### src/rtl/conv_result_streamer.sv
`default_nettype none
// ============================================================================
//  Module   : conv_result_streamer
//  Brief    : Snapshots a packed result matrix on start and streams it out
//             element by element in row-major order over a valid/ready
//             handshake, with end-of-row / end-of-matrix markers and
//             one-cycle done / err pulses.
//  Revision : 1.0 - initial release
// ============================================================================
module conv_result_streamer #(
  parameter int ELEM_W  = 16,
  parameter int MAX_DIM = 5
) (
  input  logic                              clk,
  input  logic                              reset,
  input  logic                              start,
  input  logic [2:0]                        res_m,
  input  logic [2:0]                        res_n,
  input  logic                              res_err,
  input  logic [MAX_DIM*MAX_DIM*ELEM_W-1:0] convResult,
  output logic [ELEM_W-1:0]                 out_data,
  output logic [2:0]                        out_row,
  output logic [2:0]                        out_col,
  output logic                              out_valid,
  input  logic                              out_ready,
  output logic                              out_eol,
  output logic                              out_last,
  output logic                              busy,
  output logic                              done,
  output logic                              err,
  output logic [4:0]                        sent_count
);

  localparam int c_SNAP_W = MAX_DIM * MAX_DIM * ELEM_W;

  typedef enum logic [1:0] {
    ST_IDLE = 2'd0,
    ST_SEND = 2'd1,
    ST_DONE = 2'd2,
    ST_ERR  = 2'd3
  } state_t;

  state_t              r_state;
  state_t              w_next;

  logic [c_SNAP_W-1:0] r_snap;
  logic [2:0]          r_m;
  logic [2:0]          r_n;
  logic [2:0]          r_row;
  logic [2:0]          r_col;
  logic [4:0]          r_cnt;

  logic                w_accept;
  logic                w_dim_bad;
  logic                w_xfer;
  logic                w_col_end;
  logic                w_row_end;
  logic [ELEM_W-1:0]   w_data;

  // A start is only honoured in IDLE; anywhere else it is simply dropped.
  assign w_accept  = (r_state == ST_IDLE) && start;

  // Reject empty, oversized or producer-flagged matrices.
  assign w_dim_bad = res_err
                   || (res_m == 3'd0)
                   || (res_n == 3'd0)
                   || (32'(res_m) > MAX_DIM)
                   || (32'(res_n) > MAX_DIM);

  assign w_xfer    = (r_state == ST_SEND) && out_ready;
  assign w_col_end = (r_col == (r_n - 3'd1));
  assign w_row_end = (r_row == (r_m - 3'd1));

  // State register; reset dominates start and any pending transfer.
  always_ff @(posedge clk) begin
    if (reset) begin
      r_state <= ST_IDLE;
    end else begin
      r_state <= w_next;
    end
  end

  // Next-state decode and status outputs, all derived from the current state.
  always_comb begin
    w_next    = r_state;
    out_valid = 1'b0;
    out_eol   = 1'b0;
    out_last  = 1'b0;
    busy      = 1'b0;
    done      = 1'b0;
    err       = 1'b0;
    case (r_state)
      ST_IDLE: begin
        if (start) begin
          w_next = w_dim_bad ? ST_ERR : ST_SEND;
        end
      end
      ST_SEND: begin
        out_valid = 1'b1;
        busy      = 1'b1;
        out_eol   = w_col_end;
        out_last  = w_col_end && w_row_end;
        if (out_ready && w_col_end && w_row_end) begin
          w_next = ST_DONE;
        end
      end
      ST_DONE: begin
        busy   = 1'b1;
        done   = 1'b1;
        w_next = ST_IDLE;
      end
      ST_ERR: begin
        err    = 1'b1;
        w_next = ST_IDLE;
      end
      default: begin
        w_next = ST_IDLE;
      end
    endcase
  end

  // Snapshot capture, row/column walk and transfer counter. The snapshot is
  // taken on every start seen in IDLE (including rejected ones); the count
  // is cleared there too so a rejected start reports zero.
  always_ff @(posedge clk) begin
    if (reset) begin
      r_snap <= '0;
      r_m    <= 3'd0;
      r_n    <= 3'd0;
      r_row  <= 3'd0;
      r_col  <= 3'd0;
      r_cnt  <= 5'd0;
    end else if (w_accept) begin
      r_snap <= convResult;
      r_m    <= res_m;
      r_n    <= res_n;
      r_row  <= 3'd0;
      r_col  <= 3'd0;
      r_cnt  <= 5'd0;
    end else if (w_xfer) begin
      r_cnt <= r_cnt + 5'd1;
      if (w_col_end) begin
        r_col <= 3'd0;
        r_row <= r_row + 3'd1;
      end else begin
        r_col <= r_col + 3'd1;
      end
    end
  end

  // Element select from the snapshot; coordinates outside the matrix read 0.
  always_comb begin
    w_data = '0;
    for (int r = 0; r < MAX_DIM; r++) begin
      for (int c = 0; c < MAX_DIM; c++) begin
        if ((r_row == 3'(r)) && (r_col == 3'(c))) begin
          w_data = r_snap[(r*MAX_DIM+c)*ELEM_W +: ELEM_W];
        end
      end
    end
  end

  assign out_data   = w_data;
  assign out_row    = r_row;
  assign out_col    = r_col;
  assign sent_count = r_cnt;

endmodule
`default_nettype wire

### config.mk
export PLATFORM = sky130hd
export DESIGN_NAME = conv_result_streamer
export DESIGN_NICKNAME = d
export VERILOG_FILES = /design/src/rtl/conv_result_streamer.sv
export SDC_FILE = /design/constraint.sdc
export NUM_CORES = 1
export LEC_CHECK = 0
export ABC_AREA = 1
export CAP_MARGIN = 40
export CORE_MARGIN = 4
export CORE_UTILIZATION = 42
export DETAILED_ROUTE_END_ITERATION = 7
export GPL_TIMING_DRIVEN = 1
export PLACE_DENSITY = 0.71
export SYNTH_ARGS = -nofsm -noshare
export SYNTH_HDL_FRONTEND = slang
export SYNTH_SLANG_ARGS = --single-unit
export TNS_END_PERCENT = 5
### constraint.sdc
create_clock -name clk -period 3 [get_ports clk]
set_clock_uncertainty 0.05 [all_clocks]
set_input_delay 0.3 -clock clk [delete_from_list [all_inputs] [get_ports clk]]
set_output_delay 0.3 -clock clk [all_outputs]
set_load 0.01 [all_outputs]
# Word-level counts from Yosys, hierarchy flattened
# Index checks and enable logic that the tools add are counted.
totals:
  ff_bits: 419
  wordCells: 109
classes:
  add_sub_neg: 5
  order_cmp: 2
  eq_ne: 15
  muxes: 36
  reduce_logical: 44
op_table:
  columns: ["op", "n"]
  rows:
  - ["16-bit two-way mux", 25]
  - ["1-bit logical AND", 30]
  - ["3-bit by 2-bit equality test with 1-bit output, second input constant", 4]
  - ["3-bit logical NOT", 4]
  - ["3-bit by 1-bit adder with 3-bit output, second input constant", 2]
  - ["3-bit by 1-bit equality test with 1-bit output, second input constant", 2]
  - ["3-bit equality test", 2]
  - ["3-bit equality test, second input constant", 2]
  - ["3-bit greater-than comparator, second input constant", 2]
  - ["1-bit two-way mux", 6]
  - ["2-bit two-way mux", 3]
  - ["2-bit one-hot mux with 3 select lines", 1]
  - ["2-bit OR reduction", 3]
  - ["3-bit by 1-bit subtractor with 3-bit output, second input constant", 2]
  - ["5-bit by 1-bit adder with 5-bit output, second input constant", 1]
  - ["2-bit equality test, second input constant", 2]
  - ["1-bit logical OR", 4]
  - ["2-bit AND reduction", 2]
  - ["3-bit two-way mux", 1]
  - ["2-bit by 1-bit equality test with 1-bit output, second input constant", 1]
  - ["2-bit logical NOT", 1]
  - ["2-bit by 1-bit != test with 1-bit output, second input constant", 1]
  - ["2-bit != test, second input constant", 1]

# Depth between registers and ports, before layout
# Gate-level depths: netlist (run 1).
depth:
  word_depth: 27
  ltp_mapped: 33

# Worst setup path after synthesis (run 1)
# Ideal clock, no wire load.
synth_path:
  kind: "register to output"
  startpoint: "register r_row[0] (netlist: out_row[0])"
  endpoint: "output out_data[10]"
  t_arrival_ps: 2692
  required_time_ps: 2650
  setup_slack_ps: -42
  stages_incl_launch_ff: 32
  n_path_buf: 1
  path_cell_list: "dfxtp_1 -> inv_1 -> ha_1 -> inv_1 -> nor2_2 -> nand2_2 -> inv_1 -> buf_4 -> nand2_1 -> nand2_1 -> inv_1 -> nand2_1 -> nand2_1 -> nand2_1 -> nand3_1 -> nand3_1 -> nand3_1 -> nand3_1 -> nand3_1 -> nand3_1 -> nand3_1 -> nand3_1 -> nand3_1 -> nand3_1 -> nand3_1 -> nand3_1 -> nand3_1 -> nand3_1 -> nand3_1 -> nand3_1 -> nand2_1 -> a21oi_1"
synth_via:
  elab_chain_cells: 27
synth_rtl:
  columns: ["item", "line_no", "rtl"]
  rows:
  - ["start: declaration", "49", "logic [2:0] r_row;"]
  - ["start signal: assignment", "144", "r_row <= r_row + 3'd1;"]
  - ["3-bit logical NOT", "156", "if ((r_row == 3'(r)) && (r_col == 3'(c))) begin"]
  - ["1-bit logical AND", "156", null]
  - ["16-bit two-way mux (24 in a row)", "156", null]
  - ["16-bit two-way mux *", "156", null]
  - ["end: declaration", "21", "output logic [ELEM_W-1:0] out_data,"]
# Every way passes the cells marked *; elsewhere a longest branch is shown, timed or not.

# Worst setup path after layout (run 1)
layout_path:
  startpoint: "register r_col[1] (netlist: out_col[1])"
  endpoint: "output out_data[5]"
layout_via:
  elab_chain_cells: 27
layout_rtl:
  columns: ["item", "line_no", "rtl"]
  rows:
  - ["start: declaration", "50", "logic [2:0] r_col;"]
  - ["start signal: assignment", "146", "r_col <= r_col + 3'd1;"]
  - ["3-bit logical NOT", "156", null]
  - ["1-bit logical AND", "156", null]
  - ["16-bit two-way mux (24 in a row)", "156", null]
  - ["16-bit two-way mux *", "156", null]
# Marks and branches as above.

==> flow_results.xml, run 1 <==
<?xml version="1.0" encoding="UTF-8"?>
<metrics>
  <group name="finish">
    <metric name="num-nets-final" unit="">3835</metric>
    <metric name="final_layout_size_suffix_gt1_share" unit="%">15.9</metric>
    <metric name="final-instance-count-excl-fill" unit="">4037</metric>
    <metric name="stdcell_area" unit="sq um">27600</metric>
    <metric name="finalCoreUtilization" unit="%">60.5</metric>
    <metric name="antenna_cells" unit="">0</metric>
    <metric name="area_growth_syn_to_layout" unit="%">41.4</metric>
    <metric name="fillers" unit="">4227</metric>
  </group>
  <group name="sta">
    <metric name="max_clock_freq" unit="MHz">229</metric>
    <metric name="finalSetupViolations" unit="">16</metric>
    <metric name="final.min_clock_period" unit="ps">4360</metric>
    <metric name="hold_viol" unit="">0</metric>
    <metric name="worst_pin_slew" unit="ps">586</metric>
    <metric name="post-route-worst-setup-slack" unit="ps">-1360</metric>
    <metric name="timing.final.crit_share" unit="%">145</metric>
    <metric name="slew-limit-headroom" unit="%">60.5</metric>
    <metric name="rsz0062_at_grt" unit="">yes</metric>
    <metric name="drv_slew" unit="">0</metric>
  </group>
  <group name="synth">
    <metric name="seq_area_frac_synth" unit="%">43.0</metric>
    <metric name="synth.net_count" unit="">3370</metric>
    <metric name="ys_dominant_reg_cell" unit="">dfxtp_1</metric>
    <metric name="synth_enable_flop_cells" unit="">0</metric>
    <metric name="async_reset_ff_share" unit="%">0</metric>
    <metric name="netlist_instances" unit="">2941</metric>
    <metric name="postSynthRegisterBits" unit="">419</metric>
    <metric name="synth_area" unit="sq um">19500</metric>
    <metric name="synth_cell_types" unit="">44</metric>
    <metric name="synth_warnings" unit="">0</metric>
    <metric name="post_synth.cell_area_avg" unit="sq um">6.64</metric>
  </group>
  <group name="worst_hold_path">
    <metric name="hold_path.class" unit="">in2reg</metric>
    <metric name="hold_start" unit="">convResult[38]</metric>
  </group>
  <group name="route">
    <metric name="wire_per_inst" unit="microns">18.7</metric>
    <metric name="finalWirelength" unit="microns">75400</metric>
    <metric name="drt_first_iter_violations" unit="">1828</metric>
    <metric name="avgViaCountPerCell" unit="">5.20</metric>
    <metric name="ant_nets" unit="">0</metric>
    <metric name="dr_vias" unit="">21000</metric>
    <metric name="drc" unit="">0</metric>
    <metric name="detail_route.first_pass.iterations" unit="">5</metric>
  </group>
  <group name="floorplan">
    <metric name="fp.dieArea" unit="sq um">50000</metric>
    <metric name="core.rowCount" unit="">78</metric>
    <metric name="dieWidth" unit="microns">224</metric>
    <metric name="floorplan.core_area" unit="sq um">45700</metric>
    <metric name="starting_density_of_the_core" unit="%">42.7</metric>
    <metric name="ios" unit="">444</metric>
    <metric name="die_y" unit="microns">224</metric>
  </group>
  <group name="placement">
    <metric name="place.detailed.instances" unit="">3946</metric>
    <metric name="detailedPlacementHpwl" unit="microns">56900</metric>
    <metric name="postPlaceCellArea" unit="sq um">25200</metric>
    <metric name="numPortBuffers" unit="">443</metric>
    <metric name="place.gp.congestion" unit="">0.961</metric>
  </group>
  <group name="setup_path">
    <metric name="crit_top_cell" unit="">nand2_2</metric>
    <metric name="crit_family" unit="">simple AND/OR/NAND/NOR gates</metric>
    <metric name="worstPathRequired" unit="ps">2650</metric>
    <metric name="worstReg2RegStart" unit="">r_state[0]</metric>
    <metric name="rrSetupSlack" unit="ps">610</metric>
    <metric name="cp_max_fo" unit="">8</metric>
    <metric name="buffer_and_inverter_count_on_the_worst_path" unit="">5</metric>
    <metric name="cp_slowest_cell" unit="">dfxtp_4</metric>
    <metric name="crit_path_start_kind" unit="">register</metric>
    <metric name="startpoint" unit="">out_col[1]</metric>
    <metric name="path_class" unit="">reg2out</metric>
    <metric name="max_stage_delay" unit="ps">370</metric>
    <metric name="cp_data_arrival_time" unit="ps">4010</metric>
    <metric name="setup.worst_path.end_class" unit="">output pin</metric>
  </group>
  <group name="pwr">
    <metric name="p_leak" unit="nW">11.9</metric>
    <metric name="power.density_cell_area" unit="nW/um^2">719</metric>
    <metric name="design_power_total" unit="W">0.0199</metric>
    <metric name="ir_worst_vdd" unit="uV">451</metric>
  </group>
  <group name="clock_tree">
    <metric name="htree_levels" unit="">2</metric>
    <metric name="cts_max_path_buffers" unit="">3</metric>
    <metric name="clkTransAtPathRegs" unit="ps">60</metric>
    <metric name="insertion_delay" unit="ps">570</metric>
    <metric name="cts_inserted_buffers" unit="">44</metric>
    <metric name="clock_sinks" unit="">419</metric>
    <metric name="cts_tree" unit="">yes</metric>
    <metric name="cts_root_buf" unit="">clkbuf_16</metric>
  </group>
  <group name="global_routing">
    <metric name="pin_count_of_the_biggest_net_entering_global_routing" unit="">121</metric>
    <metric name="grt_usage" unit="%">28.4</metric>
    <metric name="overflow" unit="">0</metric>
    <metric name="grt_pass1_vias" unit="">20200</metric>
    <metric name="antenna_found_initial" unit="">0</metric>
    <metric name="grt_first_pass_wirelength" unit="microns">112000</metric>
  </group>
  <group name="run">
    <metric name="cap_viol_max_count" unit="">0</metric>
  </group>
  <group name="status">
    <metric name="violated_checks" unit="">negative setup slack</metric>
    <metric name="outcome" unit="">finished with violations</metric>
  </group>
</metrics>
layer usage:
layer / part of all wire [%] / track usage [%] / up-vias
li1: - / - / 10300
met1: 43 / 38.2 / 9814
met2: 46 / 46.0 / 787
met3: 7.2 / 5.46 / 149
met4: 3.4 / 9.48 / 0
met5: 0 / 0 / -
layout make-up:
| cell class | count | area [sq um] | share of cell area [%] |
|---|---|---|---|
| Inverter | 146 | 568 | 2.06 |
| Tap cell | 600 | 751 | 2.72 |
| Timing Repair Buffer | 610 | 5930 | 21.5 |
| Clock buffer | 64 | 1290 | 4.66 |
| Clock inverter | 13 | 126 | 0.458 |
| Sequential cell | 419 | 8400 | 30.4 |
| Multi-Input combinational cell | 2185 | 10600 | 38.2 |
synthesized netlist by cell type, drive strengths merged (3+ instances only):
| library cell | count | area (sq um) |
|---|---|---|
| nor2 | 883 | 3350 |
| o21ai | 461 | 2310 |
| nand2 | 452 | 1720 |
| dfxtp | 419 | 8390 |
| nand3 | 218 | 1110 |
| clkbuf | 145 | 556 |
| inv | 144 | 543 |
| or2 | 97 | 607 |
| buf | 43 | 309 |
| ha | 18 | 225 |
| a21oi | 17 | 88.8 |
| o211ai | 9 | 72.6 |
| a31oi | 4 | 25.0 |
| nor3 | 4 | 20.0 |
| xor2 | 4 | 35.0 |
| a211oi | 3 | 22.5 |
| o21bai | 3 | 22.5 |
| xnor2 | 3 | 26.3 |
flip-flops by register name, summed over array words and instances, names as in the netlist:
signal and flops:
out_row 3, r_state 2, r_m 3, sent_count 5
r_n 3, r_snap 400, out_col 3
power breakdown:
group          switching, W  internal [W]  leakage [nW]
sequential         0.000984       0.00705          3.47
clock               0.00230       0.00314         0.691
combinational       0.00388       0.00250          7.78
layout by cell type, fill, tap and decap left out, types with 9 or more instances in the layout:
master and instances:
inv_1 130, dfxtp_1 415, clkbuf_1 10, a21oi_1 13
clkdlybuf4s50_1 427, nand3_1 104, ha_1 13, nand2_1 405
o21ai_0 446, nand3_2 108, clkbuf_16 46, nor2_1 870
buf_12 18, buf_4 140, inv_2 11, nand2_2 42
o21ai_1 9, or2_2 87, clkbuf_8 9
cells by family (layout without fill, tap and decap cells):
| family | Yosys count | in the layout | share of synthesized area [%] |
|---|---|---|---|
| AND/OR/NAND/NOR | 1660 | 1660 | 35.0 |
| flip-flops | 419 | 419 | 43.0 |
| adder cells (fa/ha/maj) | 18 | 18 | 1.15 |
| buffers and inverters | 337 | 833 | 7.39 |
| AO/OA/AOI/OAI | 500 | 500 | 13.1 |
| XOR/XNOR | 7 | 7 | 0.314 |
tightest hold or removal path: cells and delay by family:
family	cells	cell delay, ps
AND/OR/NAND/NOR	1	40
buffers and inverters	1	390
AO/OA/AOI/OAI	1	150
through the flow:
step                setup TNS (ps)  setup WS [ps]  hold WS [ps]
finish                      -19860          -1360           307
global route                -23910          -1560           314
CTS                         -23210          -1540           283
detailed placement          -20340          -1540           401
global placement            -19310          -1470           394
floorplan                   -0.845         -0.845           328
path summary, 6_finish.rpt:
path,cells after the start,to
min,3,r_snap[38]
min reg2reg,2,r_m[1]
max reg2reg,7,r_snap[39]
max,34,out_data[5]
repair_timing:
item	CTS	global route
hold buffers	0	0
gates cloned	0	1
setup endpoints to repair	16	17
hold endpoints to repair	0	0
resized for setup	114	168
pin swaps	20	64
setup buffers	3	10
No activity file was read; power rests on OpenSTA's default activity.
==> inputs of run 2 (changes only) <==
--- a/config.mk
+++ b/config.mk
@@ -10,6 +10,7 @@
 export CORE_MARGIN = 4
 export CORE_UTILIZATION = 42
 export DETAILED_ROUTE_END_ITERATION = 7
+export GPL_ROUTABILITY_DRIVEN = 1
 export GPL_TIMING_DRIVEN = 1
 export PLACE_DENSITY = 0.71
 export SYNTH_ARGS = -nofsm -noshare
==> results of run 2 <==
No change in the layout: final DEF, timing and power equal those of run 1.
